## config.mk

```make
export PLATFORM = sky130hd
export DESIGN_NAME = fma_issue
export DESIGN_NICKNAME = d
export VERILOG_FILES = /design/src/rtl/fma_issue.sv
export SDC_FILE = /design/constraint.sdc
export NUM_CORES = 1
export LEC_CHECK = 0
export ABC_AREA = 1
export CORE_AREA = 2 2 108 110
export DETAILED_ROUTE_END_ITERATION = 7
export DIE_AREA = 0 0 110 112
export DONT_BUFFER_PORTS = 1
export HOLD_SLACK_MARGIN = 0.12
export PLACE_DENSITY_LB_ADDON = 0.2
export SETUP_SLACK_MARGIN = 0.05
export SLEW_MARGIN = 25
export SYNTH_ARGS = -nofsm -noshare
export SYNTH_HDL_FRONTEND = slang
export SYNTH_SLANG_ARGS = --single-unit
```

## constraint.sdc

```tcl
create_clock -name clk -period 4 [get_ports clk]
set_input_delay 0.4 -clock clk [delete_from_list [all_inputs] [get_ports clk]]
set_output_delay 0.4 -clock clk [all_outputs]
set_load 0.005 [all_outputs]
```

## src/rtl/fma_issue.sv

```systemverilog
`timescale 1ns/1ps
// -----------------------------------------------------------------------------
// fma_issue
// Issue/capture sequencer for an external single-precision fused multiply-add
// unit with a fixed latency. Accepts one operand triple at a time, pulses the
// FMA request, waits out the compute latency, captures result and exception
// flags, presents them on a valid/ready result port, and keeps a sticky OR of
// all captured flags.
//
// Parameters
//   LAT        FMA compute cycles from the req-sampling edge to result
//              visibility. The result is captured LAT+1 edges after that edge.
//
// Ports
//   clk        clock, all state on the rising edge
//   reset      asynchronous active-low reset
//   in_valid   operand handshake valid          in_ready  operand handshake ready
//   in_x/y/z   operands (result = x*y+z)        in_op     negation mode
//   fma_req    one-cycle request to the FMA     fma_x/y/z operands to the FMA
//   fma_rslt   FMA result                       fma_flag  FMA flags {NV,DZ,OF,UF,NX}
//   res_valid  result handshake valid           res_ready result handshake ready
//   res_data   captured result                  res_flag  captured flags
//   flag_clr   synchronous clear of flag_acc    flag_acc  sticky accumulated flags
//   busy       high whenever an operation is in progress
//
// Build option
//   FMA_ISSUE_NEG_EN  when defined, in_op selects sign inversion of x and z:
//                     00 fmadd, 01 fmsub, 10 fnmsub, 11 fnmadd. When undefined,
//                     in_op is ignored and operands pass through unmodified.
// -----------------------------------------------------------------------------
module fma_issue #(
   parameter int LAT = 6
) (
   input  logic        clk,
   input  logic        reset,
   input  logic        in_valid,
   output logic        in_ready,
   input  logic [31:0] in_x,
   input  logic [31:0] in_y,
   input  logic [31:0] in_z,
   input  logic [1:0]  in_op,
   output logic        fma_req,
   output logic [31:0] fma_x,
   output logic [31:0] fma_y,
   output logic [31:0] fma_z,
   input  logic [31:0] fma_rslt,
   input  logic [4:0]  fma_flag,
   output logic        res_valid,
   input  logic        res_ready,
   output logic [31:0] res_data,
   output logic [4:0]  res_flag,
   input  logic        flag_clr,
   output logic [4:0]  flag_acc,
   output logic        busy
);

   localparam int CNT_W = (LAT < 1) ? 1 : $clog2(LAT + 1);
   localparam logic [CNT_W-1:0] CNT_LOAD = CNT_W'(LAT);

   typedef enum logic [1:0] {IDLE, ISSUE, WAIT, DONE} state_t;

   state_t           state;
   logic [CNT_W-1:0] cnt;
   logic [31:0]      op_x;
   logic [31:0]      op_z;

`ifdef FMA_ISSUE_NEG_EN
   // Raw sign-bit flip; NaN payloads are treated like any other encoding.
   function automatic logic [31:0] flip_sign(input logic [31:0] v, input logic flip);
      return {v[31] ^ flip, v[30:0]};
   endfunction

   assign op_x = flip_sign(in_x, in_op[1]);
   assign op_z = flip_sign(in_z, in_op[0]);
`else
   // in_op has no function in this build.
   logic unused_op;
   assign unused_op = ^in_op;
   assign op_x      = in_x;
   assign op_z      = in_z;
`endif

   assign busy = (state != IDLE);

   always_ff @(posedge clk or negedge reset) begin
      if (!reset) begin
         state     <= IDLE;
         cnt       <= '0;
         in_ready  <= 1'b0;
         fma_req   <= 1'b0;
         fma_x     <= '0;
         fma_y     <= '0;
         fma_z     <= '0;
         res_valid <= 1'b0;
         res_data  <= '0;
         res_flag  <= '0;
         flag_acc  <= '0;
      end else begin
         fma_req <= 1'b0;
         if (flag_clr) flag_acc <= '0;

         case (state)
            IDLE: begin
               // in_ready is registered, so it first rises on the edge after
               // reset release and drops on the accepting edge.
               if (in_valid && in_ready) begin
                  fma_x    <= op_x;
                  fma_y    <= in_y;
                  fma_z    <= op_z;
                  fma_req  <= 1'b1;
                  in_ready <= 1'b0;
                  state    <= ISSUE;
               end else begin
                  in_ready <= 1'b1;
               end
            end
            ISSUE: begin
               // The FMA samples req on this edge; operands stay put until the
               // next accept because the unit reads them late.
               cnt   <= CNT_LOAD;
               state <= WAIT;
            end
            WAIT: begin
               if (cnt == '0) begin
                  res_data  <= fma_rslt;
                  res_flag  <= fma_flag;
                  res_valid <= 1'b1;
                  // A coincident clear drops old flags but keeps the new ones.
                  flag_acc  <= (flag_clr ? 5'd0 : flag_acc) | fma_flag;
                  state     <= DONE;
               end else begin
                  cnt <= cnt - 1'b1;
               end
            end
            DONE: begin
               if (res_ready) begin
                  res_valid <= 1'b0;
                  in_ready  <= 1'b1;
                  state     <= IDLE;
               end
            end
            default: state <= IDLE;
         endcase
      end
   end

endmodule

```

---- Word-level counts from Yosys, hierarchy flattened ----
Index checks and enable logic that the tools add are counted.
cells by class
  $add $sub $neg .......................... 1
  equality and inequality tests ........... 7
  muxes and demuxes ....................... 17
  bitwise logic cells ..................... 1
  reduce and logical (&&, ||, !) cells .... 13
operators by type and width
  operator                                          number
  2-to-1 mux 5 bit                                  3
  != test 2 bit, second input constant              4
  one-hot mux 2 bit (4 select lines)                1
  AND reduction 2 bit                               4
  nonzero test 2 bit                                4
  2-to-1 mux 1 bit                                  6
  2-to-1 mux 2 bit                                  3
  one-hot mux 3 bit (2 select lines)                1
  AND reduction 3 bit                               2
  OR 5 bit                                          1
  == test 2 bit, second input constant              2
  one-hot mux 1 bit (2 select lines)                2
  logical NOT 3 bit                                 1
  2-to-1 mux 3 bit                                  1
  subtractor 3 x 1 -> 3 bit, second input constant  1
  == test 2 x 1 -> 1 bit, second input constant     1
  logical NOT 2 bit                                 1
  logical AND 1 bit                                 1
word-level totals
  register bits after elaboration ......... 146
  input bits .............................. 140
  output and inout bits ................... 142
  word-level logic and storage cells ...... 50

---- Depth between registers and ports, before layout ----
Gate-level depths: netlist (run 1).
  word-level depth ........................ 4
  gate-level depth with buffers ........... 8
  depth with buffers taken out ............ 7

---- Worst setup path before layout (run 1) ----
Ideal clock, no wire load.
  kind .................................... register to register
  start point ............................. register state[0]
  end point ............................... register res_data[21]
  setup time .............................. 116 ps
  arrival ................................. 1,251 ps
  required time ........................... 3,884 ps
  setup slack ............................. 2,632 ps
  stages on the path, launching flop included .. 8
  path buffers ............................ 2
  clock period less this slack ............ 1,368 ps
  cells stage by stage .................... dfrtp_1 -> inv_1 -> ha_1 -> nand3_1 -> buf_2 -> buf_4 -> nand2_1 -> nand2_1
between the ends
  longest elaborated chain between the ends .. 2
ends and longest elaborated chain
  element                        line  source
  from (decl)                    62    state_t state;
  from (signal assigned)         87    state <= IDLE;
  from (signal assigned)         112   state <= ISSUE;
  from (signal assigned)         121   state <= WAIT;
  == test 2 bit                  102   case (state)
  AND reduction 2 bit (no line)  -
  to (signal assigned)           125   res_data <= fma_rslt;
  to (decl)                      50    output logic [31:0] res_data,
No other way between the ends.
A chain may end at the register's enable or synchronous reset.

---- Worst setup path after layout (run 1) ----
  start point ............................. register state[0]
  end point ............................... register fma_y[1]
between the ends
  longest elaborated chain between the ends .. 2
ends and longest elaborated chain
  element                        line  source
  logical NOT 2 bit              102
  AND reduction 2 bit (no line)  -
  to (signal assigned)           108   fma_y <= in_y;
  to (decl)                      44    output logic [31:0] fma_y,
No other way between the ends.

==> results of run 1 <==
-- state kept, by name (all words and copies together) (netlist names) --
name and cells:
state 2, fma_x 32, fma_req 1, fma_z 32, res_flag 5, fma_y 32
in_ready 1, cnt 3, res_valid 1, res_data 32, flag_acc 5
-- stage by stage --
| step | hold WS, ns | cell area, sq um | worst slack [ns] | std cells |
|---|---|---|---|---|
| finish | 0.1318 | 7606 | 1.702 | 913 |
| global route | 0.1290 | 7606 | 1.516 | 913 |
| CTS | 0.1209 | 7606 | 1.733 | 913 |
| detailed placement | 0.1062 | 5687 | 1.736 | 757 |
| global placement | 0.1071 | 5687 | 1.853 | 757 |
| floorplan | 0.1044 | 5648 | 2.632 | 639 |
-- power breakdown --
part	internal, W	leakage [nW]	switching [W]
combinational	0.000507	1.92	0.000791
sequential	0.00217	1.80	0.000604
clock	0.00113	0.309	0.000570
total	0.00381	4.02	0.00196
-- cells by family (layout without fill, tap and decap cells) --
logic type | after synthesis | after routing | synth area share
buf+inv | 41 | 172 | 0.03877
compound gates | 2 | 2 | 0.002215
flops | 146 | 146 | 0.6469
fa+ha+maj | 6 | 6 | 0.01329
simple gates | 444 | 444 | 0.2988
-- worst max-delay path, delay by kind of cell, from the launching register on --
kind,cells,cell delay (ns)
flops,1,0.42
buf+inv,3,1.18
fa+ha+maj,1,0.26
simple gates,3,0.33
-- metal layers --
metal | share of wire | track usage
met4 | 0.024 | 0.1004
met5 | 0 | 0
met3 | 0.092 | 0.09309
met2 | 0.51 | 0.4286
met1 | 0.38 | 0.2761
-- timing repair --
action / CTS / global route
hold buffers: 126 / 0
endpoints found under the hold margin: 270 / 0
gates resized for setup: 0 / 0
setup endpoints to repair: 0 / 0
-- how the worst min path moves through the flow --
| stage | cells past startpoint | slack [ns] | end | startpoint |
|---|---|---|---|---|
| after global placement | 0 | 0.11 | fma_x[8]$_DFFE_PN0P_ | reset |
| after floorplan | 0 | 0.10 | cnt[0]$_DFFE_PN0P_ | reset |
| final | 2 | 0.13 | fma_z[2]$_DFFE_PN0P_ | in_z[2] |
| after global routing | 2 | 0.13 | res_data[27]$_DFFE_PN0P_ | fma_rslt[27] |
| after CTS | 2 | 0.12 | res_flag[2]$_DFFE_PN0P_ | fma_flag[2] |
| after detailed placement | 0 | 0.11 | fma_x[8]$_DFFE_PN0P_ | reset |
-- layout make-up --
type,instances,area share
Timing Repair Buffer,129,0.1711
Sequential cell,146,0.4803
Clock inverter,9,0.02369
Clock buffer,21,0.06054
Multi-Input combinational cell,452,0.2344
Inverter,13,0.006416
Tap cell,143,0.02352
-- cell usage in the layout (no fill, tap or decap) --
master | synthesis | layout
clkinv_4 | 0 | 2
inv_2 | 1 | 2
nand4_1 | 2 | 2
nand3_1 | 6 | 6
dfrtp_1 | 146 | 146
clkbuf_16 | 0 | 17
bufinv_16 | 0 | 5
buf_16 | 0 | 1
clkbuf_1 | 7 | 2
ha_1 | 6 | 6
nand2_1 | 434 | 434
clkinvlp_4 | 0 | 1
dlygate4sd3_1 | 0 | 125
a21boi_0 | 1 | 1
inv_1 | 12 | 11
o21ai_0 | 1 | 1
buf_4 | 3 | 3
nand3_4 | 0 | 1
or2_2 | 1 | 1
clkbuf_8 | 0 | 2
clkinv_2 | 0 | 1
==> impl_metrics.toml, run 1 <==
[status]
outcome = "completed"

[worst_setup_path]
crit_required_ns = 4.33
slowest_stage = "buf_4"
worstSetupEndpointType = "register"
path_cells = "inv_1, ha_1, nand3_4, inv_2, buf_4, nand2_1, nand2_1"
slowest_delay_ns = 0.57
rr_worst_depth = 7
r2r_start = "state[0]$_DFFE_PN0P_"
crit_fanout = 54
r2r_slack_ns = 1.70
crit_type = "register to register"
crit_path_start = "state[0]$_DFFE_PN0P_"
crit_path_end = "fma_y[1]$_DFFE_PN0P_"
cp-start-kind = "register"
cpMostUsedCell = "nand2_1"
r2r_end = "fma_y[1]$_DFFE_PN0P_"
cp.arrival_ns = 2.63

[synthesis]
synthCells = 639
ys_warn_count = 0
synth.avg_cell_area_sq_um = 8.839
ys_seq_area_frac = 0.6469
yosysTopAreaCellShare = 0.6469
syn-num-nets = 785
ys_top_cells_by_area = "dfrtp_1, nand2_1, ha_1, buf_2, buf_6"
ys_ff_latch = 146
synth_flop_cell = "dfrtp_1"
async_reset_ff_frac = 1.000
synth_enable_flop_cells = 0
ys_top_cells_by_count = "nand2_1, dfrtp_1, buf_2, inv_1, clkbuf_1"
yosysUniqueCellTypes = 15
synth_top_cell_by_area = "dfrtp_1"
syn_area_sq_um = 5648
synth.most_common_cell = "nand2_1"

[pwr]
p_total_w = 0.005774
max-vdd-ir-drop_v = 0.0003723
power.static_leakage_nw = 4.023
power_density_nw_per_um2 = 759.1

[die]
die_h_microns = 112
die_x_microns = 110
die_area_sq_um = 12320
core_area_sq_um = 11170
io_pins = 282
placement_rows = 39
start_util = 0.5054

[clocking]
clk_latency_ns = 0.40
root_buffer = "clkbuf_16"
clockBufferDepth = 2
tritoncts = "done"
numCtsBuffers = 17
clkTransAtPathRegs_ns = 0.06
h-tree-depth = 4
postCtsSetupBuffers = 0
cts_sinks = 146

[detailed_routing]
ant_nets = 0
drc = 0
drt_iter0_drc = 317
num_vias = 4594
drt_first_pass_iters = 4
wl_microns = 15270
vias_per_cell = 5.032
wl_per_cell_microns = 16.73

[placed_design]
place.gp.congestion = 0.8241
dp_hpwl_microns = 8657
placement.io_buffers = 0

[cells_and_area]
fin_nets = 905
drive_above_1_share = 0.04675
fillers = 816
regArea_sq_um = 3654
multiInputGateArea_sq_um = 1783
syn_to_final_growth_pct = 34.67
utilization = 0.6807
antenna_cells = 0

[grt]
grt_pass1_vias = 4881
grt_pass1_wl_microns = 23490
grt_max_degree = 147
grt_overflow = 0
antenna_found_initial = 0
track_usage = 0.2498

[timing]
maxSlewViolCount = 0
rsz0062_at_grt = "false"
fin_tns_setup_ns = 0
hold_violations = 0
fin_skew_ns = 0.007412
worst_pin_slew_ns = 0.9625
period_needed_ns = 2.298
slew_headroom = 0.3583
fin_crit_sh = 0.5746
final-setup-viol-count = 0
fmax_mhz = 435.1

[hold_path]
holdCritPathClass = "input port to register"

[job]
cap_violations = 0
Power figures use the tool's default switching activity.
==> run 2: changes to the inputs <==
Clock period 4 ns to 1.97 ns, I/O delays scaled along.
==> impl_metrics.toml, run 2 (synthesized netlist as in run 1, its figures left out) <==
[clocking]
clockBufferDepth = 2
h-tree-depth = 4
tritoncts = "done"
root_buffer = "clkbuf_16"
numCtsBuffers = 17
cts_sinks = 146
post_cts_resized = 0
clkTransAtPathRegs_ns = 0.06
postCtsSetupBuffers = 0
cts_hold_buf = 136
clk_latency_ns = 0.41

[cells_and_area]
final_common_cell = "nand2_1"
syn_to_final_growth_pct = 36.71
fin_nets = 918
drive_above_1_share = 0.04974
fillers = 774
regArea_sq_um = 3654
final_cell_mix = "nand2_1, dfrtp_1, dlygate4sd3_1"
utilization = 0.6910
multiInputGateArea_sq_um = 1783
antenna_cells = 0

[detailed_routing]
drc = 0
vias_per_cell = 5.069
wl_met1_microns = 5642
num_vias = 4699
route.top_layer_used = "met4"
drt_iter0_drc = 325
routed-wl-met3_microns = 1542
met2WireLength_microns = 7568
ant_nets = 0
wl_microns = 15200
drt_first_pass_iters = 4
wl_per_cell_microns = 16.40

[worst_setup_path]
crit_required_ns = 2.31
cp-start-kind = "register"
r2r_slack_ns = 0.31
r2r_start = "state[0]$_DFFE_PN0P_"
crit_fanout = 42
path_cells = "inv_1, ha_1, nand3_4, inv_2, buf_4, nand2_1, nand2_1"
crit_type = "register to register"
worstSetupEndpointType = "register"
cpMostUsedCell = "nand2_1"
cp.arrival_ns = 2.00
slowest_delay_ns = 0.42
rr_worst_depth = 7
r2r_end = "fma_y[31]$_DFFE_PN0P_"
slowest_stage = "dfrtp_1"

[timing]
maxSlewViolCount = 0
fin_tns_setup_ns = 0
fmax_mhz = 603.8
rsz0062_at_grt = "false"
hold_violations = 146
timing.hold.ws_ns = -0.5203
period_needed_ns = 1.656
final-setup-viol-count = 0
fin_skew_ns = 0.007232
fin_crit_sh = 0.8406
worst_pin_slew_ns = 0.4041
slew_headroom = 0.7306

[die]
core_area_sq_um = 11170
placement_rows = 39
die_area_sq_um = 12320
start_util = 0.5054
io_pins = 282
die_h_microns = 112
die_x_microns = 110

[grt]
track_usage = 0.2495
grt_max_degree = 147
antenna_found_initial = 0
grt_pass1_wl_microns = 23560
grt_pass1_vias = 4923
grt_overflow = 0

[placed_design]
dp_hpwl_microns = 8704
placement.io_buffers = 0
place.gp.congestion = 0.7843

[pwr]
power.static_leakage_nw = 4.069
power_density_nw_per_um2 = 1491
max-vdd-ir-drop_v = 0.0008196
p_total_w = 0.01152

[job]
cap_violations = 0

[status]
outcome = "finished with violations"
violations = "negative hold slack"

[hold_path]
holdCritPathClass = "input port to async pin"
## run 2: cell count changes in the layout (fill, tap and decap cells not counted)
cell / delta
buf_12: +4
buf_16: -1
buf_4: -1
bufinv_16: -2
clkbuf_1: -1
clkbuf_8: -1
clkinv_2: +1
clkinvlp_4: +2
dlygate4sd3_1: +11
inv_1: +1
inv_2: -1
inv_6: +2
## run 2: routing by layer
layer  GRT usage  up-vias
li1            -     2180
met1      0.2819     2219
met2      0.4172      257
met3     0.09602       43
met4      0.1055        0
met5           0        -
## run 2: layout make-up
cell class                 count  share of cell area
clock buffer                  19             0.05737
clock inverter                12             0.02042
timing repair buffer         142              0.1886
inverter                      13            0.006320
multi-input combinational    452              0.2309
tap                          143             0.02317
sequential                   146              0.4732
## run 2: worst max path at each step
| stage | startpoint | endpoint | slack (ns) | cells past startpoint |
|---|---|---|---|---|
| 2_1_floorplan | state[0]$_DFFE_PN0P_ | res_data[21]$_DFFE_PN0P_ | 0.60 | 7 |
| 3_3_place_gp | state[0]$_DFFE_PN0P_ | fma_x[23]$_DFFE_PN0P_ | 0.42 | 7 |
| 3_5_place_dp | state[0]$_DFFE_PN0P_ | fma_x[16]$_DFFE_PN0P_ | 0.33 | 7 |
| 4_1_cts | state[0]$_DFFE_PN0P_ | fma_x[16]$_DFFE_PN0P_ | 0.33 | 7 |
| 5_1_grt | state[0]$_DFFE_PN0P_ | fma_y[31]$_DFFE_PN0P_ | 0.16 | 7 |
| 6_report | state[0]$_DFFE_PN0P_ | fma_y[31]$_DFFE_PN0P_ | 0.31 | 7 |
## run 2: worst max-delay path: cells and delay by family, from the launching register on
| kind | cells | cell delay, ns |
|---|---|---|
| adders and majority gates | 1 | 0.26 |
| buffers and inverters | 3 | 0.56 |
| DFF | 1 | 0.42 |
| and+or+nand+nor | 3 | 0.35 |
## run 2: stage by stage
stage	cells	hold WS, ns	cell area (sq um)	worst slack (ns)
3_5_place_dp	760	-0.09665	5759	0.3329
3_3_place_gp	760	-0.09592	5759	0.4187
4_1_cts	927	-0.5365	7721	0.3252
2_1_floorplan	639	-0.09859	5648	0.6021
6_report	927	-0.5203	7721	0.3139
5_1_grt	927	-0.5534	7721	0.1650
## run 2: report_power, final
group	internal [W]	leakage, nW	switching (W)
logic	0.00109	1.98	0.00157
clock network	0.00203	0.286	0.00122
registers	0.00440	1.80	0.00121
total	0.00752	4.07	0.00400
==> run 3: changes to the inputs <==
Clock period 1.97 ns to 1.4 ns, I/O delays scaled along.
==> impl_metrics.toml, run 3 (synthesized netlist as in run 1, its figures left out) <==
[detailed_routing]
route.top_layer_used = "met4"
ant_nets = 0
routed-wl-met3_microns = 1417
drc = 0
wl_met1_microns = 6258
wl_microns = 16470
vias_per_cell = 5.135
met2WireLength_microns = 8355
num_vias = 4894
wl_per_cell_microns = 17.29
drt_first_pass_iters = 4
drt_iter0_drc = 389

[grt]
grt_overflow = 0
track_usage = 0.2576
antenna_found_initial = 0
grt_pass1_wl_microns = 24210
grt_max_degree = 147
grt_pass1_vias = 5089

[clocking]
h-tree-depth = 4
root_buffer = "clkbuf_16"
clk_latency_ns = 0.42
clockBufferDepth = 2
cts_sinks = 146
numCtsBuffers = 17
cts_hold_buf = 136
tritoncts = "done"
clkTransAtPathRegs_ns = 0.06

[placed_design]
placement.io_buffers = 0
placed_cells = 772
dp_hpwl_microns = 8784
place.gp.congestion = 0.8050

[worst_setup_path]
worstSetupEndpointType = "register"
cp.arrival_ns = 1.70
crit_fanout = 13
crit_type = "register to register"
r2r_slack_ns = 0.0003
crit_required_ns = 1.70
cp-start-kind = "register"

[cells_and_area]
fin_nets = 943
drive_above_1_share = 0.1185
final_common_cell = "nand2_1"
regArea_sq_um = 3654
antenna_cells = 0
utilization = 0.7359
syn_to_final_growth_pct = 45.59
finalNonFillerCells = 953
fillers = 712
final_cell_mix = "nand2_1, dfrtp_1, dlygate4sd3_1"
multiInputGateArea_sq_um = 1898

[timing]
fmax_mhz = 714.4
maxSlewViolCount = 0
final-setup-viol-count = 0
fin_crit_sh = 0.9998
slew_headroom = 0.8458
worst_pin_slew_ns = 0.2313
period_needed_ns = 1.400
fin_skew_ns = 0.01059
rsz0062_at_grt = "true"
timing.hold.ws_ns = -0.5861
hold_violations = 146

[die]
core_area_sq_um = 11170
die_area_sq_um = 12320
io_pins = 282
start_util = 0.5054
die_x_microns = 110
placement_rows = 39
die_h_microns = 112

[pwr]
max-vdd-ir-drop_v = 0.001066
power_density_nw_per_um2 = 2106
power.static_leakage_nw = 4.275

[job]
cap_violations = 0

[status]
outcome = "finished with violations"
violations = "negative hold slack"

[hold_path]
holdCritPathClass = "input port to async pin"
-- run 3: cell count changes in the layout (fill, tap and decap cells not counted), moves of 5 or more --
cell       previous run  this run
buf_4                 2        12
buf_6                 0         5
clkbuf_16            17        22
inv_1                12         7
nand2_1             434       413
nand2_2               0        20
-- run 3: where the power goes --
part	internal, W	switching, W	leakage [nW]	total, W
combinational	0.00228	0.00261	2.20	0.00489
sequential	0.00619	0.00175	1.80	0.00794
clock	0.00270	0.00179	0.279	0.00449
-- run 3: stage by stage --
step	setup slack [ns]	hold slack [ns]	instance area (sq um)	power, W	TNS, ns
final	0.0002675	-0.5861	8223	0.01732	0
after global routing	-0.06273	-0.6110	8223	0.01845	-2.629
after CTS	0.01856	-0.5987	7950	0.01662	0
after detailed placement	-0.007186	-0.1537	5867	0.01148	-0.007186
after global placement	0.04334	-0.1529	5867	0.01123	0
after floorplan	0.05127	-0.1556	5653	0.01015	0
-- run 3: layer usage --
layer  track usage  up-vias
li1              -     2251
met1        0.2919     2346
met2        0.4348      254
met3       0.09075       43
met4        0.1105        0
met5             0        -
-- run 3: timing repair --
item / 4_1_cts / 5_1_grt
gates resized for setup: 12 / 36
endpoints found under the hold margin: 288 / 146
pin swaps: 1 / 4
buffers inserted: 0 / 4
cloned: 3 / 6
endpoints found under the setup margin: 110 / 141
-- run 3: worst paths after layout --
| check | start | to | cells past startpoint |
|---|---|---|---|
| setup / recovery | state[0]$_DFFE_PN0P_ | fma_y[0]$_DFFE_PN0P_ | 7 |
| hold / removal | reset | fma_x[0]$_DFFE_PN0P_ | 0 |
| setup reg to reg | state[0]$_DFFE_PN0P_ | fma_y[0]$_DFFE_PN0P_ | 7 |
| hold reg to reg | cnt[0]$_DFFE_PN0P_ | cnt[0]$_DFFE_PN0P_ | 1 |
| max in group asynchronous | reset | state[0]$_DFFE_PN0P_ | 0 |
| min in group clk | fma_rslt[13] | res_data[13]$_DFFE_PN0P_ | 3 |
-- run 3: final cells by class --
cell class | count | area share
clock inverter | 13 | 0.01826
inverter | 13 | 0.006847
sequential | 146 | 0.4443
multi-input combinational | 452 | 0.2308
clock buffer | 19 | 0.05386
tap | 143 | 0.02176
timing repair buffer | 167 | 0.2241
-- run 3: worst max-delay path, stage by stage (launching register included) --
cell       delay [ns]
dfrtp_1          0.39
inv_2            0.11
ha_4             0.16
nand3_4          0.13
buf_12           0.20
clkbuf_16        0.17
nand2_1          0.06
nand2_1          0.06
